==> config.mk <==
export PLATFORM = sky130hd
export DESIGN_NAME = bit_stream_deserializer
export DESIGN_NICKNAME = d
export VERILOG_FILES = /design/src/rtl/bit_stream_deserializer.sv
export SDC_FILE = /design/constraint.sdc
export NUM_CORES = 1
export LEC_CHECK = 0
export BUFFER_PORTS_ARGS = -buffer_cell sky130_fd_sc_hd__clkbuf_2
export CORE_ASPECT_RATIO = 0.9
export CORE_MARGIN = 2
export CORE_UTILIZATION = 57
export DETAILED_ROUTE_END_ITERATION = 10
export GPL_TIMING_DRIVEN = 0
export PLACE_DENSITY = 0.79
export SETUP_SLACK_MARGIN = 0.4
export SYNTH_ARGS = -nofsm -noshare
export SYNTH_HDL_FRONTEND = slang
export SYNTH_SLANG_ARGS = --single-unit
==> constraint.sdc <==
create_clock -name CLK -period 3.3 [get_ports CLK]
set_input_delay 0.495 -clock CLK [delete_from_list [all_inputs] [get_ports CLK]]
set_output_delay 0.495 -clock CLK [all_outputs]
set_load 0.005 [all_outputs]
==> src/rtl/bit_stream_deserializer.sv <==
// bit_stream_deserializer: collects a serial bit stream into WIDTH-bit words behind a valid/ready port
module bit_stream_deserializer #(
  parameter int WIDTH = 8,
  parameter bit MSB_FIRST = 1'b0
) (
  input  logic                       CLK,
  input  logic                       ASYNCRESETN,
  input  logic                       I,
  input  logic                       I_valid,
  output logic                       I_ready,
  output logic [WIDTH-1:0]           O,
  output logic                       O_valid,
  input  logic                       O_ready,
  output logic [$clog2(WIDTH)-1:0]   count
);
  localparam int CW = $clog2(WIDTH);
  localparam logic [CW-1:0] LAST = CW'(WIDTH-1);
  typedef enum logic {EMPTY, FULL} state_t;
  state_t state_q, state_d;
  logic [CW-1:0] count_q, count_d, pos;
  logic [WIDTH-1:0] sr_q, sr_d, o_q, o_d;
  logic last, in_beat, out_beat;
  assign last = count_q == LAST;
  assign I_ready = ASYNCRESETN & ~(last & (state_q == FULL) & ~O_ready);
  assign in_beat = I_valid & I_ready;
  assign out_beat = (state_q == FULL) & O_ready;
  assign pos = MSB_FIRST ? LAST - count_q : count_q;
  assign O = o_q;
  assign O_valid = state_q == FULL;
  assign count = count_q;
  // Shift in the accepted bit; on the final bit hand the merged word to the output register
  always_comb begin
    sr_d = sr_q;
    count_d = count_q;
    o_d = o_q;
    state_d = state_q;
    if (in_beat) sr_d[pos] = I;
    if (in_beat && last) begin
      o_d = sr_d;
      sr_d = '0;
      count_d = '0;
      state_d = FULL;
    end else begin
      if (in_beat) count_d = count_q + 1'b1;
      if (out_beat) state_d = EMPTY;
    end
  end
  // State registers, cleared immediately by reset
  always_ff @(posedge CLK or negedge ASYNCRESETN) begin
    if (!ASYNCRESETN) begin
      state_q <= EMPTY;
      count_q <= '0;
      sr_q <= '0;
      o_q <= '0;
    end else begin
      state_q <= state_d;
      count_q <= count_d;
      sr_q <= sr_d;
      o_q <= o_d;
    end
  end
endmodule

==> reports/qor.log <==
[sta] Achievable Freq 0.4913 GHz
[sta] minimum clock period 2.035 ns
[global_route] maximum number of pins on one net before global-route repair 25
[pwr] power density of the placed cells 771.5 nW/µm²
[yosys] xor-xnor portion of the synthesized cell area 0%
[yosys] main combinational cell family by area after synthesis compound AO/OA/AOI/OAI gates
[worst_setup_path] highest net fanout along the worst path 10
[route] final routed wirelength across all metal layers 1697 µm
[yosys] adder and majority gate portion of the synthesized area 2.554%
[floorplan] Die Wd 47.70 µm
[yosys] Simple-Gate Fraction of Synth Area 10.22%
[route] initial drt markers 18
[route] residual DRC count 0
[sta] post-layout worst setup margin 1.265 ns
[clock_tree] number of setup buffers added after CTS 0
[sta] count of pins over their slew limit 0
[route] Vias per Instance 5.573
[sta] Hold Worst Slack 0.1644 ns
[yosys] proportion of synthesized area in mux cells 10.86%
[yosys] Syn Inst Count 81
[route] first-pass iteration count of the detailed router 4
[layout] most common cell after layout, fill and taps aside dfrtp_1
[placement] number of buffers added on ports 16
[yosys] post-synth top area share 51.09%
[yosys] Synth Warn # 0
[sta] Fin Setup TNS 0 ns
[clock_tree] # clock sinks 20
[run_status] run status complete, no violations
[layout] count of nets after finishing 109
[floorplan] number of rows created at floorplan 14
[sta] count of endpoints failing setup in the final report 0
[yosys] Cell Area, Synth 979.7 µm²
[layout] most used cells in the layout excluding fill and tap cells 20 x dfrtp_1, 16 x clkbuf_2
[worst_setup_path] type of element capturing the critical path output pin
[yosys] fraction of the mapped netlist area in compound gates 19.67%
[layout] layout cell share with drive strength beyond 1 29.00%
[worst_setup_path] Critical Path AT 1.54 ns
[worst_setup_path] reg-to-reg critical path startpoint count[0]$_DFFE_PN0P_
[yosys] top post-synthesis cells by area dfrtp_1 51%, mux2i_1 8.2%, o2bb2ai_1 7.2%
[pwr] Max VDD drop 466.5 µV
[sta] final critical-path share of the clock period 61.68%
[layout] diode insertion count for antenna repair 0
[floorplan] num ports 18
[worst_setup_path] critical path startpoint category flip-flop
[clock_tree] number of clock buffers inserted by TritonCTS 3
[placement] worst slack at placement 1.284 ns
[clock_tree] number of hold buffers added after CTS 0
[floorplan] die area 2067 µm²
[floorplan] Core Region 1647 µm²
[clock_tree] cell at the root of the clock tree clkbuf_4
[yosys] synthesis-stage register bit count 20
[sta] maximum clock skew at final layout 0.003448 ns
[global_route] via count of the first global-routing pass 647
[floorplan] initial cell density of the core 59.50%
[clock_tree] Clock Tree Buf Depth 2
[clock_tree] H-tree depth 1
[route] antenna-violating nets left 0
[worst_setup_path] Worst Reg2Reg Path Length in Cells 6
[global_route] number of antenna violations at the first check in global routing 0
[layout] area grow syn2layout 13.54%
[placement] half-perimeter wire length after detailed placement 1233 µm
[clock_tree] clock transition at the registers of the reported paths 0.10 ns
[yosys] cell type contributing the most total cell area after synthesis dfrtp_1
[hold_path] classification of the worst-slack hold path in2async
[global_route] wire length of the first global-routing pass 2842 µm
[global_route] global-route total usage across every layer 19.97%
[sta] Max-Slew Margin vs Limit 63.62%
[placement] gp weighted congestion 0.7906
[flow_run] reported max-cap violation count 0
[yosys] number of distinct library cell variants in the gate-level netlist after synthesis 23
[worst_setup_path] register-to-register path setup slack 1.61 ns
[floorplan] chip height 43.33 µm
[yosys] net count after synthesis 88
[yosys] per-instance average area after synthesis 12.09 µm²
[sta] slew at the pin closest to its max-slew limit 0.5457 ns
[worst_setup_path] required time of the critical path 2.80 ns
[global_route] overall overflow remaining after global route 0
[layout] Final Util 67.55%
[worst_setup_path] Critical R2R Capture O[6]$_DFFE_PN0P_
[clock_tree] latest clock arrival within the worst-skew pair 0.29 ns
[worst_setup_path] Worst Setup Path Type reg2out
[route] total number of vias 691
[route] Routed wire per std cell 13.69 µm
[pwr] leakage component of the power 0.5309 nW
[sta] setup repair after global routing missed its margin no
[clock_tree] TritonCTS clock tree built
[clock_tree] number of resized instances in the post-cts repair step 0
[yosys] Seq/Total Area, Yosys 51.09%
[sta] final hold vios 0
-- critical path, stage by stage (launching register included) --
cell and delay [ns]:
dfrtp_1 0.39, nor2b_4 0.12, buf_6 0.12, clkbuf_1 0.19, a21boi_0 0.26, clkbuf_2 0.15
-- kinds of logic (layout without fill, tap and decap cells) --
logic type               after synthesis  in the layout
flip-flops                            20             20
AND/OR/NAND/NOR                       14             14
adder cells (fa/ha/maj)                2              2
buffers and inverters                  8             27
multiplexers                          10             10
AO/OA/AOI/OAI                         27             27
-- synth_stat cells --
| cell type | instances |
|---|---|
| nand3b_1 | 4 |
| mux2i_1 | 8 |
| dfrtp_1 | 20 |
| nand3_1 | 2 |
| ha_1 | 2 |
| nand2_1 | 1 |
| nor2_1 | 1 |
| mux2_2 | 1 |
| buf_2 | 2 |
| clkbuf_1 | 2 |
| mux2_4 | 1 |
| buf_4 | 2 |
| o2bb2ai_1 | 8 |
| a21boi_0 | 1 |
| a21o_1 | 2 |
| nor3b_2 | 1 |
| nor3b_1 | 2 |
| nor2b_4 | 1 |
| nand2b_1 | 1 |
| o21ai_0 | 8 |
| nor3_1 | 1 |
| buf_6 | 2 |
| o31ai_1 | 8 |
-- state kept, by name, indices dropped and copies added, names as in the netlist --
signal,count
O,8
O_valid,1
count,3
sr_q,8
-- metrics by stage --
| step | std cells | instance area [µm²] | power (mW) |
|---|---|---|---|
| finish | 124 | 1112 | 0.8581 |
| global route | 124 | 1112 | 0.9304 |
| CTS | 124 | 1112 | 0.8642 |
| detailed placement | 121 | 1090 | 0.7535 |
| global placement | 121 | 1090 | 0.7363 |
| floorplan | 81 | 979.7 | 0.6404 |
-- worst max path at each step --
| stage | start | endpoint | slack [ns] | depth (start not counted) |
|---|---|---|---|---|
| 5_1_grt | O_valid$_DFFE_PN0P_ | I_ready | 1.12 | 5 |
| 4_1_cts | O_valid$_DFFE_PN0P_ | I_ready | 1.28 | 5 |
| 3_3_place_gp | ASYNCRESETN | O[7]$_DFFE_PN0P_ | 1.31 | 5 |
| 6_report | O_valid$_DFFE_PN0P_ | I_ready | 1.26 | 5 |
| 3_5_place_dp | ASYNCRESETN | O[7]$_DFFE_PN0P_ | 1.28 | 5 |
| 2_1_floorplan | O_ready | I_ready | 1.72 | 4 |
-- final cells by class --
type                       instances  area (µm²)
multi-input combinational         53       424.2
tap                               24       30.03
timing repair buffer              16       80.08
clock buffer                       3       22.52
buffer                             8       55.05
fill                             154       534.3
sequential                        20       500.5
-- routing by layer --
metal | global-route usage [%] | share of wire, %
met5 | 0 | 0
met3 | 7.500 | 4.9
met2 | 29.33 | 44
met4 | 8.108 | 1.4
met1 | 26.43 | 50
-- power by group --
group	total, mW	internal (mW)	switching, mW
sequential	0.390	0.340	0.0505
clock	0.110	0.0425	0.0674
combinational	0.358	0.180	0.178
No activity file was read; power rests on OpenSTA's default activity.
